**config.mk**
```make
export PLATFORM = sky130hd
export DESIGN_NAME = game_flow_ctrl
export DESIGN_NICKNAME = d
export VERILOG_FILES = /design/src/rtl/game_pkg.sv /design/src/rtl/period_calc.sv /design/src/rtl/game_flow_ctrl.sv
export SDC_FILE = /design/constraint.sdc
export NUM_CORES = 1
export LEC_CHECK = 0
export CAP_MARGIN = 20
export CELL_PAD_IN_SITES_DETAIL_PLACEMENT = 2
export CELL_PAD_IN_SITES_GLOBAL_PLACEMENT = 2
export CORE_ASPECT_RATIO = 1.25
export CORE_MARGIN = 2
export CORE_UTILIZATION = 34
export CTS_BUF_LIST = sky130_fd_sc_hd__clkbuf_16
export CTS_CLUSTER_DIAMETER = 120
export DETAILED_ROUTE_END_ITERATION = 8
export HOLD_SLACK_MARGIN = 0.06
export MAX_ROUTING_LAYER = met4
export PLACE_DENSITY_LB_ADDON = 0.08
export SYNTH_ARGS = -nofsm -noshare
export SYNTH_HDL_FRONTEND = slang
export SYNTH_SLANG_ARGS = --single-unit
```
**constraint.sdc**
```tcl
create_clock -name clk -period 3.6 [get_ports clk]
set_clock_uncertainty 0.05 [all_clocks]
set_input_delay 0.36 -clock clk [delete_from_list [all_inputs] [get_ports clk]]
set_output_delay 0.36 -clock clk [all_outputs]
set_load 0.05 [all_outputs]
```
**src/rtl/game_pkg.sv**
```systemverilog
// Shared types and constants for the brick-game flow controller.
package game_pkg;

    typedef enum logic [2:0] {
        LOAD  = 3'd0,
        INIT  = 3'd1,
        AIM   = 3'd2,
        PLAY  = 3'd3,
        OVER  = 3'd4,
        PAUSE = 3'd5
    } state_t;

    // Launch angles that move the ball straight along an axis.
    localparam logic [2:0] ANGLE_AXIS_A = 3'd1;
    localparam logic [2:0] ANGLE_AXIS_B = 3'd4;

endpackage

```
**src/rtl/period_calc.sv**
```systemverilog
// Ball-step period arithmetic: angle scaling with saturation, and the
// per-lap speed-up clamped at a minimum period.
module period_calc
    import game_pkg::*;
#(
    parameter int PERIOD_W   = 20,
    parameter int MIN_PERIOD = 20000
) (
    input  logic [PERIOD_W-1:0] base,
    input  logic [2:0]          angle,
    output logic [PERIOD_W-1:0] aim_period,
    output logic [PERIOD_W-1:0] next_base
);

    localparam logic [PERIOD_W-1:0] MIN_P = PERIOD_W'(MIN_PERIOD);

    logic [PERIOD_W:0]   sum;
    logic [PERIOD_W-1:0] reduced;

    always_comb begin
        // Diagonal launches travel further per step, so they get 1.5x the period.
        sum = {1'b0, base} + {2'b00, base[PERIOD_W-1:1]};
        if (angle == ANGLE_AXIS_A || angle == ANGLE_AXIS_B) begin
            aim_period = base;
        end else if (sum[PERIOD_W]) begin
            aim_period = '1;
        end else begin
            aim_period = sum[PERIOD_W-1:0];
        end

        reduced   = base - {2'b00, base[PERIOD_W-1:2]};
        next_base = (reduced < MIN_P) ? MIN_P : reduced;
    end

endmodule

```
**src/rtl/game_flow_ctrl.sv**
```systemverilog
// Brick-game phase sequencer: load/aim/play/pause/over, with lives,
// level, lap tracking and ball-step period generation.
module game_flow_ctrl
    import game_pkg::*;
#(
    parameter int NUM_LEVELS  = 5,
    parameter int MAX_LIFE    = 5,
    parameter int PERIOD_W    = 20,
    parameter int BASE_PERIOD = 120000,
    parameter int MIN_PERIOD  = 20000,
    parameter int LEVEL_W     = 3,
    parameter int LIFE_W      = 3,
    parameter int LAP_W       = 4
) (
    input  logic                clk,
    input  logic                rst,
    input  logic                circle,
    input  logic                square,
    input  logic                dead,
    input  logic                win,
    input  logic [2:0]          angle,
    output logic [2:0]          state,
    output logic [LIFE_W-1:0]   life,
    output logic [LEVEL_W-1:0]  level,
    output logic [LAP_W-1:0]    lap,
    output logic [PERIOD_W-1:0] period,
    output logic                load
);

    localparam logic [PERIOD_W-1:0] BASE_P   = PERIOD_W'(BASE_PERIOD);
    localparam logic [LIFE_W-1:0]   LIFE_MAX = LIFE_W'(MAX_LIFE);
    localparam logic [LEVEL_W-1:0]  LVL_LAST = LEVEL_W'(NUM_LEVELS - 1);

    // All inputs are single-cycle strobes; one not consumed by the current
    // state is dropped on the spot and never remembered.
    state_t                state_q, state_d;
    logic [PERIOD_W-1:0]   base_q, base_d;
    logic [LIFE_W-1:0]     life_d;
    logic [LEVEL_W-1:0]    level_d;
    logic [LAP_W-1:0]      lap_d;
    logic [PERIOD_W-1:0]   period_d;
    logic [PERIOD_W-1:0]   aim_period, next_base;

    period_calc #(
        .PERIOD_W   (PERIOD_W),
        .MIN_PERIOD (MIN_PERIOD)
    ) u_period_calc (
        .base       (base_q),
        .angle      (angle),
        .aim_period (aim_period),
        .next_base  (next_base)
    );

    always_ff @(posedge clk) begin
        if (rst) begin
            state_q <= LOAD;
            life    <= '0;
            level   <= '0;
            lap     <= '0;
            period  <= BASE_P;
            load    <= 1'b0;
            base_q  <= BASE_P;
        end else begin
            state_q <= state_d;
            life    <= life_d;
            level   <= level_d;
            lap     <= lap_d;
            period  <= period_d;
            load    <= (state_d == INIT);
            base_q  <= base_d;
        end
    end

    always_comb begin
        state_d = state_q;
        case (state_q)
            LOAD:  state_d = INIT;
            INIT:  state_d = AIM;
            AIM:   if (circle) state_d = PLAY;
            PLAY: begin
                if (win)              state_d = INIT;
                else if (dead)        state_d = (life != '0) ? AIM : OVER;
                else if (square)      state_d = PAUSE;
            end
            PAUSE: if (square) state_d = PLAY;
            OVER:  if (square) state_d = LOAD;
            default: state_d = LOAD;
        endcase
    end

    always_comb begin
        life_d   = life;
        level_d  = level;
        lap_d    = lap;
        period_d = period;
        base_d   = base_q;
        case (state_q)
            LOAD: begin
                life_d = LIFE_MAX;
                base_d = BASE_P;
                lap_d  = '0;
            end
            AIM: period_d = aim_period;
            PLAY: begin
                if (win) begin
                    if (life < LIFE_MAX) life_d = life + 1'b1;
                    if (level == LVL_LAST) begin
                        level_d = '0;
                        if (lap != '1) lap_d = lap + 1'b1;
                        base_d  = next_base;
                    end else begin
                        level_d = level + 1'b1;
                    end
                end else if (dead && life != '0) begin
                    life_d = life - 1'b1;
                end
            end
            OVER: if (square) level_d = '0;
            default: ;
        endcase
    end

    assign state = state_q;

endmodule

```
# Word level (Yosys, flattened, before mapping)
# Cells that the tools add are included.
# totals
regBits	54
word_cells	67
output_inout_bits	34
in_bits	9
# classes
eq_ne	16
order_cmp	2
n_mux	26
n_addsub	6
n_reduce_logical	10
# ops
operator	n
20-bit two-way mux	5
20-bit one-hot mux with 2 select lines	1
3-bit two-way mux	13
20-bit by 19-bit adder with 21-bit output	1
20-bit by 15-bit < comparator with 1-bit output, second input constant	1
20-bit by 18-bit subtractor with 20-bit output	1
3-bit one-hot mux with 6 select lines	1
3-bit equality test, second input constant	4
4-bit two-way mux	3
3-bit one-hot mux with 2 select lines	2
3-bit by 1-bit equality test with 1-bit output, second input constant	3
3-bit AND reduction	3
2-bit inequality test, second input constant	4
4-bit one-hot mux with 2 select lines	1
3-bit by 1-bit adder with 3-bit output, second input constant	2
3-bit by 2-bit equality test with 1-bit output, second input constant	2
3-bit inequality test, second input constant	2
4-bit by 1-bit adder with 4-bit output, second input constant	1
4-bit inequality test, second input constant	1
4-bit AND reduction	1
2-bit nonzero test	2
3-bit logical NOT	1
3-bit < comparator, second input constant	1
3-bit nonzero test	1
other kinds (3)	3

# Logic depth before layout (Yosys ltp)
# depth
ltp_word	6
ltp_mapped	13
mapped_depth_nobuf	12

# Cells and area by module
# From an unflattened synthesis, not the netlist that was laid out.
# unflattened
hier_cells	613
hier_area_um2	4643.2
# by_module_without_submodules
module	seq_area_each_um2	cells_per_inst	area_per_inst_um2	instances
game_flow_ctrl	1081.0	280	2338.5	1
period_calc	0.0	333	2304.7	1

# Worst setup path before layout
# No wires, ideal clock.
# synth_path
path_type	register to register
from	reg base_q[2]
to	reg base_q[2]
path_stages_with_launch	13
setup_time_ps	126
period_less_slack_ps	2933
t_required_ps	3424
slack_ps	667
arrival_ps	2757
path_buffers	1
path_cell_list	dfxtp_1 -> ha_1 -> inv_1 -> fa_1 -> a211oi_2 -> o21ai_2 -> a31oi_4 -> xnor2_1 -> or4_1 -> a311oi_2 -> o21a_1 -> buf_6 -> o32ai_1
# synth_via
elab_chain_cells	6
# synth_lines
element	line_no	source
start: declaration	game_flow_ctrl.sv:37	logic [PERIOD_W-1:0] base_q, base_d;
start signal: assignment	game_flow_ctrl.sv:70	base_q <= base_d;
20-bit by 18-bit subtractor with 20-bit output *	period_calc.sv:31	reduced = base - {2'b00, base[PERIOD_W-1:2]};
20-bit by 15-bit < comparator with 1-bit output	period_calc.sv:32	next_base = (reduced < MIN_P) ? MIN_P : reduced;
20-bit two-way mux *	period_calc.sv:32	
20-bit two-way mux *	game_flow_ctrl.sv:107	if (level == LVL_LAST) begin
20-bit two-way mux *	game_flow_ctrl.sv:105	if (win) begin
20-bit one-hot mux with 2 select lines *	game_flow_ctrl.sv:97	case (state_q)
# Every way passes the cells marked *; elsewhere a longest branch is shown, timed or not. The select of a mux whose other input is x is not followed.
# A chain may end at the register's enable or synchronous reset.

# Worst setup path after layout
# layout_path
from	reg base_q[2]
to	reg base_q[3]
# Same word-level chain as after synthesis.

==> flow_summary_export.csv <==
group,metric,value,unit
run_status,outcome,"complete, no violations",
clocking,htree_levels,2,
clocking,cts.root.buffer_cell,"clkbuf_16",
job,drv_cap,0,
synthesis,avgSynthCellArea,7.77,µm²
route,drc_errors,0,
clocking,path_clk_slew,0.07,ns
synthesis,synth_area_leaders,"dfxtp_1 (24%), ha_1 (12%), a21oi_1 (6.6%), nand2_1 (3.9%), nor2_1 (3.7%)",
synthesis,synth_common_cells,"a21oi_1 (60), dfxtp_1 (54), nand2_1 (47), nor2_1 (45), ha_1 (42)",
hold_path,hold_path.class,"flip-flop to flip-flop",
worst_setup_path,critPathBufInv,2,
synthesis,syn-num-nets,639,
placed_design,gp_congestion,0.895,
worst_setup_path,crit_slowest_cell,"or4_1",
sta,min_period_over_period,0.939,
clocking,cts_sinks,54,
route,wl_per_cell,20.1,µm
final_layout,instances_no_fill,806,
floorplan,core,13200,µm²
route,viasPerCell,5.72,
route,routed_wl,16.2,mm
worst_setup_path,path_delay_family,"compound AO/OA/AOI/OAI gates",
synthesis,synth_top_area_share,0.238,
grt,antenna_found_initial,0,
placed_design,preCtsSetupSlack,0.234,ns
final_layout,n_fill_cell,1555,
pwr,peakVddDrop,0.163,mV
synthesis,synthCells,585,
route,drt_iter0_drc,135,
floorplan,die_width,107,µm
clocking,cts_tree,"yes",
sta,setup-tns-final,0,ns
sta,period_needed,3.38,ns
final_layout,regArea,1080,µm²
sta,rsz0062_at_grt,"false",
synthesis,synth_most_common_cell,"a21oi_1",
floorplan,die_h,133,µm
final_layout,num-nets-final,688,
clocking,clk_path_buf_depth,2,
pwr,leakage,2.24,nW
pwr,clkPwrFrac,0.360,
synthesis,synth-seq-cells,54,
synthesis,synth_edf_count,0,
grt,grt.total_usage,0.237,
synthesis,syn_area,4540,µm²
grt,grt_overflow_total,0,
grt,grt_pass1_vias,5014,
synthesis,synth_seq_area_share,0.238,
floorplan,start_util,0.345,
worst_setup_path,critPathCaptureType,"flip-flop",
worst_setup_path,cpPeakStageDelay,0.53,ns
worst_setup_path,critPathLaunchType,"flip-flop",
pwr,comb_power_share,0.220,
clocking,post_cts_buffers,0,
final_layout,diodes,0,
worst_setup_path,cp_max_fo,8,
grt,grt_max_degree,36,
worst_setup_path,path_cells,"ha_1 > inv_1 > fa_1 > a211oi_2 > o21ai_2 > a31oi_4 > xnor2_1 > or4_1 > a311oi_2 > o21a_1 > buf_4 > o32ai_1",
clocking,clkLatencyLatePin,0.30,ns
sta,setup_viol,0,
pwr,intPower,1.07,mW
pwr,power_density,288,nW/µm²
pwr,seq_power_share,0.420,
placed_design,dp_cells,798,
pwr,p_sw_frac,0.318,
placed_design,numPortBuffers,42,
floorplan,fp-row-count,47,
floorplan,die_area,14300,µm²
clocking,numCtsBuffers,5,
worst_setup_path,path_class,"flip-flop to flip-flop",
synthesis,yosysUniqueCellTypes,66,
worst_setup_path,arrival,3.51,ns
synthesis,synth_top_area_cell,"dfxtp_1",
synthesis,async_flop_share,0,
grt,grt_pass1_wl,26.2,mm
sta,worst_slew_pin_slew,0.841,ns
final_layout,multi_input_area,3200,µm²
placed_design,dp_hpwl,13.0,mm
floorplan,ios,43,
sta,hold_ws,0.418,ns
sta,finalHoldViolations,0,
sta,slew_viol_final,0,
route,ant_nets,0,
synthesis,ys.flop_type,"dfxtp_1",
final_layout,layout-drive-gt1-share,0.0850,
final_layout,area_growth,19.4,%
synthesis,synth_warnings,0,
route,drtPass1Iterations,4,
route,vias,4613,
sta,relSlewSlack,0.439,
worst_setup_path,required,3.73,ns
sta,fin_ws,0.220,ns
sta,fmax,296,MHz
pwr,power_switching,0.497,mW
power groups by stage:
stage / clock [mW] / combinational (mW) / sequential, mW
4_1_cts: 0.573 / 0.348 / 0.657
5_1_grt: 0.602 / 0.369 / 0.661
2_1_floorplan: 0 / 0.129 / 0.766
3_5_place_dp: 0 / 0.346 / 0.671
3_3_place_gp: 0 / 0.339 / 0.668
6_report: 0.563 / 0.344 / 0.657
kinds of logic after synthesis:
| group | Yosys count | share of synthesized area |
|---|---|---|
| flops | 54 | 0.238 |
| simple gates | 169 | 0.182 |
| mux | 4 | 0.00881 |
| xor+xnor | 34 | 0.0655 |
| compound gates | 215 | 0.320 |
| fa+ha+maj | 45 | 0.129 |
| buf+inv | 64 | 0.0570 |
per-stage QoR:
step	instance area [µm²]	power [mW]	utilization
CTS	5420	1.58	0.412
floorplan	4540	0.895	-
detailed placement	5260	1.02	0.399
global placement	5260	1.01	0.399
finish	5420	1.56	0.412
global route	5420	1.63	0.412
area by class of cell:
cell class / instances / share of cell area
clock buffers: 5 / 0.0231
multi-input cells: 467 / 0.591
repair buffers: 68 / 0.113
well taps: 171 / 0.0394
clock inverters: 3 / 0.00761
flip-flops and latches: 54 / 0.199
inverters: 38 / 0.0263
worst paths after layout:
kind | from | end | slack (ns) | cells past startpoint
setup reg to reg | base_q[2] | base_q[3] | 0.22 | 12
setup / recovery | base_q[2] | base_q[3] | 0.22 | 12
hold / removal | period[19] | period[19] | 0.42 | 2
hold reg to reg | period[19] | period[19] | 0.42 | 2
state kept, by name, summed over array words and instances, names as in the netlist:
register and flops:
state 3, base_q 20, load 1, life 3, lap 4, period 20, level 3
per-layer routing:
layer  up-vias  track usage  share of wire
met3        22       0.0196          0.015
met2        65        0.452           0.54
met4         0       0.0691          0.023
met1      2285        0.259           0.42
li1       2241            -              -
met5         -            -              0
repair_timing:
action / CTS / global route
hold endpoints to repair: 0 / 0
endpoints found under the setup margin: 0 / 2
resized for setup: 0 / 1
hold buffers: 0 / 0
cells in the final DEF (no fill, tap or decap), drive strengths merged, types with 17 or more instances in the layout:
cell,netlist,layout
xor2,17,17
inv,37,38
a21o,21,21
buf,9,26
nor2,45,45
o21ai,38,38
a21oi,61,61
clkdlybuf4s50,0,42
xnor2,17,17
nand2,47,47
ha,42,42
dfxtp,54,54
worst register-to-register path: stages, from the launching register on:
cell and delay, ns:
dfxtp_1 0.46, ha_1 0.23, inv_1 0.06, fa_1 0.43
a211oi_2 0.26, o21ai_2 0.14, a31oi_4 0.25, xnor2_1 0.11
or4_1 0.53, a311oi_2 0.30, o21a_1 0.18, buf_4 0.16
o32ai_1 0.09
Note: power is estimated with default switching activity, not from simulation.
